### src/rtl/mult_pkg.sv
// Shared widths and helpers for the saturating sequential multiplier.
package mult_pkg;

  // Default operand and product widths.
  localparam int unsigned DEF_A_W = 3;
  localparam int unsigned DEF_B_W = 3;
  localparam int unsigned DEF_P_W = 5;

  // Width of the full, unsaturated product at the default operand widths.
  localparam int unsigned FULL_W = DEF_A_W + DEF_B_W;

  // Largest value representable in p_w unsigned bits (2^p_w - 1), for p_w up to 32.
  function automatic logic [31:0] sat_max(input int unsigned p_w);
    logic [32:0] one_hot;
    one_hot = 33'(1) << p_w;
    return 32'(one_hot - 33'd1);
  endfunction

endpackage

### src/rtl/mult_pp_array.sv
// Combinational unsigned multiplier core.
// It ANDs operand a with each bit of b to form the partial products, shifts each one into
// place, and sums them with a chain of ripple-carry adders. There is no '*' operator.
module mult_pp_array
  import mult_pkg::*;
#(
  parameter int unsigned A_W = DEF_A_W,
  parameter int unsigned B_W = DEF_B_W
) (
  input  logic [A_W-1:0]     a,
  input  logic [B_W-1:0]     b,
  output logic [A_W+B_W-1:0] p
);

  localparam int unsigned PROD_W = A_W + B_W;

  logic [PROD_W-1:0] w_pp [B_W];

  // Partial product i is a gated by b[i], zero-extended and shifted left by i.
  for (genvar i = 0; i < B_W; i++) begin : g_pp
    assign w_pp[i] = {{B_W{1'b0}}, (a & {A_W{b[i]}})} << i;
  end

  // Ripple-add chain: each stage adds one partial product into the running sum bit by bit.
  // The carry out of the top bit is always zero because a*b fits in PROD_W bits, so it is
  // never formed.
  always_comb begin
    logic [PROD_W-1:0] acc;
    logic [PROD_W-1:0] nxt;
    logic              carry;
    acc   = '0;
    nxt   = '0;
    carry = 1'b0;
    for (int i = 0; i < B_W; i++) begin
      carry = 1'b0;
      for (int j = 0; j < PROD_W; j++) begin
        nxt[j] = acc[j] ^ w_pp[i][j] ^ carry;
        carry  = (acc[j] & w_pp[i][j]) | (carry & (acc[j] ^ w_pp[i][j]));
      end
      acc = nxt;
    end
    p = acc;
  end

endmodule

### src/rtl/seq_multiplier.sv
// Registered unsigned multiplier with saturation.
// The core forms the full product of a and b. The output clamps to all ones when that
// product does not fit in P_W bits, and ovf flags the clamp for that result only.
module seq_multiplier
  import mult_pkg::*;
#(
  parameter int unsigned A_W = DEF_A_W,
  parameter int unsigned B_W = DEF_B_W,
  parameter int unsigned P_W = DEF_P_W  // 1 <= P_W <= A_W+B_W
) (
  input  logic           clk,
  input  logic           rst_n,
  input  logic [A_W-1:0] a,
  input  logic [B_W-1:0] b,
  output logic [P_W-1:0] c,
  output logic           ovf
);

  localparam int unsigned       PROD_W  = A_W + B_W;
  localparam logic [PROD_W-1:0] SAT_MAX = PROD_W'(sat_max(P_W));

  logic [PROD_W-1:0] w_p;
  logic [P_W-1:0]    w_c;
  logic              w_ovf;
  logic [P_W-1:0]    r_c;
  logic              r_ovf;

  mult_pp_array #(
    .A_W (A_W),
    .B_W (B_W)
  ) u_pp_array (
    .a (a),
    .b (b),
    .p (w_p)
  );

  // Clamp the full product to the output range and flag when the clamp applies.
  always_comb begin
    w_ovf = (w_p > SAT_MAX);
    w_c   = w_p[P_W-1:0];
    if (w_ovf) begin
      w_c = '1;
    end
  end

  // Output register. An asserted reset clears it immediately and drops any in-flight result.
  always_ff @(posedge clk or negedge rst_n) begin
    if (!rst_n) begin
      r_c   <= '0;
      r_ovf <= 1'b0;
    end else begin
      r_c   <= w_c;
      r_ovf <= w_ovf;
    end
  end

  assign c   = r_c;
  assign ovf = r_ovf;

endmodule

### config.mk
export PLATFORM = sky130hd
export DESIGN_NAME = seq_multiplier
export DESIGN_NICKNAME = d
export VERILOG_FILES = /design/src/rtl/mult_pkg.sv /design/src/rtl/mult_pp_array.sv /design/src/rtl/seq_multiplier.sv
export SDC_FILE = /design/constraint.sdc
export NUM_CORES = 1
export LEC_CHECK = 0
export BUFFER_PORTS_ARGS = -buffer_cell sky130_fd_sc_hd__buf_2
export CORE_AREA = 2 2 39 41
export CTS_BUF_LIST = sky130_fd_sc_hd__clkbuf_2
export CTS_CLUSTER_SIZE = 8
export DETAILED_ROUTE_END_ITERATION = 10
export DIE_AREA = 0 0 41 43
export HOLD_SLACK_MARGIN = 0.1
export PLACE_DENSITY_LB_ADDON = 0.2
export SYNTH_ARGS = -nofsm -noshare
export SYNTH_HDL_FRONTEND = slang
export SYNTH_SLANG_ARGS = --single-unit
### constraint.sdc
create_clock -name clk -period 0.8 [get_ports clk]
set_input_delay 0.04 -clock clk [delete_from_list [all_inputs] [get_ports clk]]
set_output_delay 0.04 -clock clk [all_outputs]
set_load 0.1 [all_outputs]
==> metrics.yaml, run 1 <==
timing:
  setup_violations: 12
  final_hold_viol_count: 0
  fin_crit_sh: 2.42
  tightest_slew_ns: 0.127
  timing.final.ws_setup_ns: -1.14
  fin_tns_setup_ns: -6.45
  rsz0062_at_grt: "yes"
  slew_violations: 0
  min_period_ns: 1.94
  fmax_mhz: 517
  slew_headroom: 0.915
  hold_ws_ns: 0.102
clock_tree:
  cts_buffer_depth: 2
  cts_setup_buffers: 0
  root_buffer: "clkbuf_2"
  path_clk_slew_ns: 0.06
  htreeDepth: 1
  numCtsBuffers: 3
  tritoncts: "built"
  cts_sinks: 6
final_layout:
  stdcell_count: 72
  fin_nets: 71
  num_antenna_cells: 0
  final_design_area_no_fill_sq_um: 644
  final_core_util: 0.466
  layout_common_cells: "6 x nand2_1, 6 x buf_12, 6 x buf_4"
  fillers: 128
  area_delta_synth_final_pct: 87.3
  drive_gt1_frac: 0.643
synthesis:
  yosys.area_share.simple: 0.175
  synth_nets: 46
  synth_cell_type_count: 8
  synth_xor_area_frac: 0
  synthTopCellsByArea: "dfrtp_1 44%, fa_1 17%, ha_1 11%"
  ys_warn_count: 0
  yosys.area.top_type_share: 0.436
  yosys.area.top_type: "dfrtp_1"
  syn-cell-area_sq_um: 344
  avgSynthCellArea_sq_um: 10.8
  synth_fa_ha_area_frac: 0.284
  synthesis.instances: 32
  ys_seq_area_frac: 0.436
  synthMuxAreaShare: 0
  synth_top_family_by_area: "adder cells"
  synth_compound_area_frac: 0.0291
  ys_ff_latch: 6
global_routing:
  grt_overflow: 0
  grt_max_degree: 7
  grt_pass1_wl_um: 1120
  track_usage: 0.104
  grt_pass1_vias: 301
  antenna_found_initial: 0
setup_path:
  startpoint_type: "input pin"
  critical_path_class: "in -> reg"
  arrival_ns: 2.04
  cp.required_ns: 0.91
  crit_path_max_fanout: 2
  worstSetupEndpointType: "flip-flop"
floorplanning:
  die_x_um: 41
  core_sq_um: 1380
  pin_count: 14
  start_util: 0.249
  die_h_um: 43
  row_count: 14
  die-area_sq_um: 1760
run_status:
  status: "complete, but fails checks"
  violations: "setup timing"
pwr:
  peakVddDrop_uv: 510
  p_leak_uw: 0.000329
  power.density_nw_per_um2: 1890
route:
  drtAntennaViolNets: 0
  viasPerCell: 3.93
  wl_um: 617
  drt_first_pass_iters: 1
  num_vias: 283
  drtIter0Drc: 0
  drc: 0
  wl_per_cell_um: 8.57
min_path:
  hold_path.class: "in -> reg"
run:
  cap_violations: 0
place:
  place_inst: 67
  place_area_sq_um: 596
  port_buffers: 13
  dp_hpwl_um: 541
  place_congestion: 0.648
power by group:
part	switching, uW	internal [uW]
Sequential	29.4	347
Clock	109	132
Combinational	364	236
Total	502	716
metrics by stage:
| step | worst slack, ns | power [uW] |
|---|---|---|
| CTS | -1.14 | 1230 |
| global route | -1.22 | 1300 |
| finish | -1.14 | 1220 |
| detailed placement | -1.40 | 975 |
| global placement | -1.38 | 969 |
| floorplan | -1.24 | 722 |
path summary, 6_finish.rpt:
kind	from	end	slack, ns	cells past startpoint
worst max-delay path	a[1]	c[4]$_DFF_PN0_	-1.14	11
worst min-delay path	b[0]	c[0]$_DFF_PN0_	0.10	3
max in group asynchronous	rst_n	c[2]$_DFF_PN0_	0.48	2
min in group asynchronous	rst_n	c[0]$_DFF_PN0_	0.16	2
registers in the layout (all words and copies together) (netlist names):
name	count
ovf	1
c	5
worst max-delay path, stage by stage:
cell and delay [ns]:
buf_6 0.09, and2_4 0.15, ha_4 0.15, inv_2 0.04
fa_1 0.39, inv_1 0.07, ha_2 0.16, inv_2 0.04
fa_2 0.35, fa_2 0.52, nand2_1 0.04
logic make-up (layout without fill, tap and decap cells):
family | count (synthesis) | after routing
simple gates | 12 | 12
buf+inv | 7 | 31
fa+ha+maj | 6 | 6
flops | 6 | 6
compound gates | 1 | 1
metal layers:
metal  global-route usage  wire length [um]  vias up
met1               0.0967               192      123
met5                    0                 0        -
met3               0.0157                59        4
li1                     -                 -      140
met2                0.163               335       16
met4                0.120                29        0
cell usage after synthesis (all sizes together):
library cell  instances
ha                    3
dfrtp                 6
nand2b                2
inv                   7
nand2                 6
a21bo                 1
and2                  4
fa                    3
timing repair:
action,CTS,global route
setup endpoints to repair,12,12
pin swaps,6,0
hold buffers,1,0
resized for setup,2,1
endpoints found under the hold margin,6,0
final cells by class:
type                    count  area, sq um  share of cell area
repair buffers             20          229               0.355
multi-input cells          19          193               0.299
flip-flops and latches      6          156               0.243
inverters                   7         26.3              0.0408
clock buffers               4         20.0              0.0311
well taps                  16         20.0              0.0311
Power figures use the tool's default switching activity.
==> run 2: changes to the inputs <==
Settings changed: SYNTH_HIERARCHICAL set to 1.
Clock period 0.8 ns to 1.69 ns, I/O delays scaled along.
==> run 2 against run 1 <==
Net effect: the run still ends with setup timing left; wire length up 1.8%; non-clock buffer count down 4; die area stayed put; worst hold slack gained 0.074 ns; global-route usage shrank 1.5 points; total power shrank 60%; combinational power shrank 61%; critical path type unchanged.
==> metrics.yaml, run 2 <==
floorplanning:
  start_util: 0.254  # +0.00542
  row_count: 14  # unchanged
  die_x_um: 41  # unchanged
  die-area_sq_um: 1760  # unchanged
  die_h_um: 43  # unchanged
  core_sq_um: 1380  # unchanged
  pin_count: 14  # unchanged
synthesis:
  synthesis.instances: 31  # -3.1%
  ys_warn_count: 6  # +6
  synth_most_common_cell: "and2_1"
  synth-edff-count: 0  # unchanged
  ys.flop_type: "dfrtp_1"
  yosys.area.top_type: "dfrtp_1"
  ys_ff_latch: 6  # unchanged
  async_flop_share: 1.00  # unchanged
  avgSynthCellArea_sq_um: 11.3  # +5.5%
  synth_cell_type_count: 8  # unchanged
  synth_commonest_cells: "8 x and2_1, 6 x dfrtp_1, 5 x or2_1, 4 x inv_1"
  synth_nets: 45  # -2.2%
  yosys.area.top_type_share: 0.427  # -0.00932
  synthTopCellsByArea: "dfrtp_1 43%, fa_1 17%, and2_1 14%"
  ys_seq_area_frac: 0.427  # -0.00932
  syn-cell-area_sq_um: 352  # +2.2%
route:
  num_vias: 265  # -6.4%
  wl_um: 628  # +1.8%
  viasPerCell: 4.08  # +3.7%
  wl_per_cell_um: 9.66  # +13%
  drt_first_pass_iters: 1  # unchanged
  drtAntennaViolNets: 0  # unchanged
  drc: 0  # unchanged
  drtIter0Drc: 0  # unchanged
place:
  place_congestion: 0.680  # +5.0%
  place_ws_ns: -0.556  # +0.846 ns
  place_inst: 61  # -9.0%
  port_buffers: 13  # unchanged
timing:
  fin_crit_sh: 1.19
  fmax_mhz: 496
  min_period_ns: 2.02
  timing.final.ws_setup_ns: -0.326  # +0.809 ns
  slew_headroom: 0.676  # -0.239
  final_hold_viol_count: 0  # unchanged
  tightest_slew_ns: 0.490  # +0.363 ns
  slew_violations: 0  # unchanged
  setup_violations: 5  # -7
  rsz0062_at_grt: "yes"
clock_tree:
  tritoncts: "built"
  numCtsBuffers: 3  # unchanged
  path_clk_slew_ns: 0.05  # about the same
  root_buffer: "clkbuf_2"
  cts_buffer_depth: 2  # unchanged
  htreeDepth: 1  # unchanged
  cts_setup_buffers: 0  # unchanged
  cts_sinks: 6  # unchanged
pwr:
  p_leak_uw: 0.000269  # -18%
  power.density_nw_per_um2: 893  # -53%
  peakVddDrop_uv: 239  # -53%
setup_path:
  worstSetupEndpointType: "flip-flop"
  crit_end: "c[4]$_DFF_PN0_"
  startpoint_type: "input pin"
  crit_start: "b[0]"
  cp.required_ns: 1.79  # +0.88 ns
  critical_path_class: "in -> reg"
  arrival_ns: 2.11  # +0.07 ns
  crit_path_max_fanout: 3  # +1
final_layout:
  drive_gt1_frac: 0.592  # -0.0510
  num_antenna_cells: 0  # unchanged
  stdcell_count: 65  # -9.7%
  final_common_cell: "buf_2"
  area_delta_synth_final_pct: 55.9
  layout_common_cells: "9 x buf_2, 6 x dfrtp_1, 6 x and2_1"
  largest_reg_flops: 5  # unchanged
  fin_nets: 65  # -8.5%
run:
  cap_violations: 0  # unchanged
run_status:
  status: "complete, but fails checks"
  violations: "setup timing"
min_path:
  hold_path.class: "in -> reg"
global_routing:
  grt_max_degree: 7  # unchanged
  grt_pass1_vias: 265  # -12%
  grt_overflow: 0  # unchanged
  track_usage: 0.0881  # -0.0154
  grt_pass1_wl_um: 979  # -13%
  antenna_found_initial: 0  # unchanged
==> run 2: changes by cell type in the layout (fill, tap and decap cells not counted), sizes merged, moves of 2 or more <==
cell and change:
inv -3, and2 +4, nand2b -2, buf -4
or2 +5, nand2 -5
==> run 2: layer usage <==
| metal | wire, um | vias up | global-route usage |
|---|---|---|---|
| li1 | - | 128 | - |
| met1 | 218 | 123 | 0.0762 |
| met2 | 330 | 14 | 0.144 |
| met3 | 79 | 0 | 0.0157 |
| met4 | 0 | 0 | 0.100 |
| met5 | 0 | - | 0 |
==> run 2: power by group <==
group / switching (uW) / leakage [uW] / internal [uW] / total, uW
logic: 174 / 0.000182 / 59.0 / 233
registers: 3.49 / 0.0000751 / 161 / 165
clock network: 43.6 / 0.0000125 / 47.9 / 91.5
==> run 2: worst max-delay path, stage by stage <==
cell and delay, ns:
buf_6 0.09, and2_4 0.15, ha_4 0.15, fa_2 0.54, ha_4 0.13, fa_2 0.19
inv_2 0.04, fa_2 0.52, inv_2 0.03, or2_1 0.19
==> run 2: repair_timing <==
action	4_1_cts	5_1_grt
resized for setup	9	1
hold buffers	1	0
setup endpoints to repair	6	5
hold endpoints to repair	6	0
pin swaps	5	1
==> run 2: stage by stage <==
stage          hold WS (ns)  utilization  power [uW]  TNS [ns]  cell area [sq um]
2_1_floorplan        -0.211            -         343     -1.49                384
3_3_place_gp        -0.0947        0.347         382     -2.39                480
3_5_place_dp        -0.0908        0.347         387     -2.54                480
4_1_cts               0.158        0.396         498    -0.960                548
5_1_grt               0.180        0.396         515     -1.08                548
6_report              0.176        0.396         490    -0.926                548
==> run 2: area by class of cell <==
cell class,instances,area (sq um)
Tap cell,16,20.0
Inverter,4,15.0
Timing Repair Buffer,16,115
Clock buffer,3,15.0
Sequential cell,6,150
Multi-Input combinational cell,20,233
Fill cell,139,836
==> run 2: worst min-delay path by stage <==
stage                     depth (start not counted)  startpoint             end  slack, ns
after CTS                                         3        b[0]  c[0]$_DFF_PN0_       0.16
final                                             3        b[0]  c[0]$_DFF_PN0_       0.18
after global routing                              3        b[0]  c[0]$_DFF_PN0_       0.18
after floorplan                                   0       rst_n  c[0]$_DFF_PN0_      -0.21
after detailed placement                          1       rst_n  c[0]$_DFF_PN0_      -0.09
after global placement                            1       rst_n  c[2]$_DFF_PN0_      -0.09
==> run 2: kinds of logic (layout without fill, tap and decap cells) <==
kind of cell | count (synthesis) | count (layout) | share of synthesized area
adders and majority gates | 6 | 6 | 0.278
DFF | 6 | 6 | 0.427
and+or+nand+nor | 14 | 14 | 0.242
buffers and inverters | 5 | 23 | 0.0534
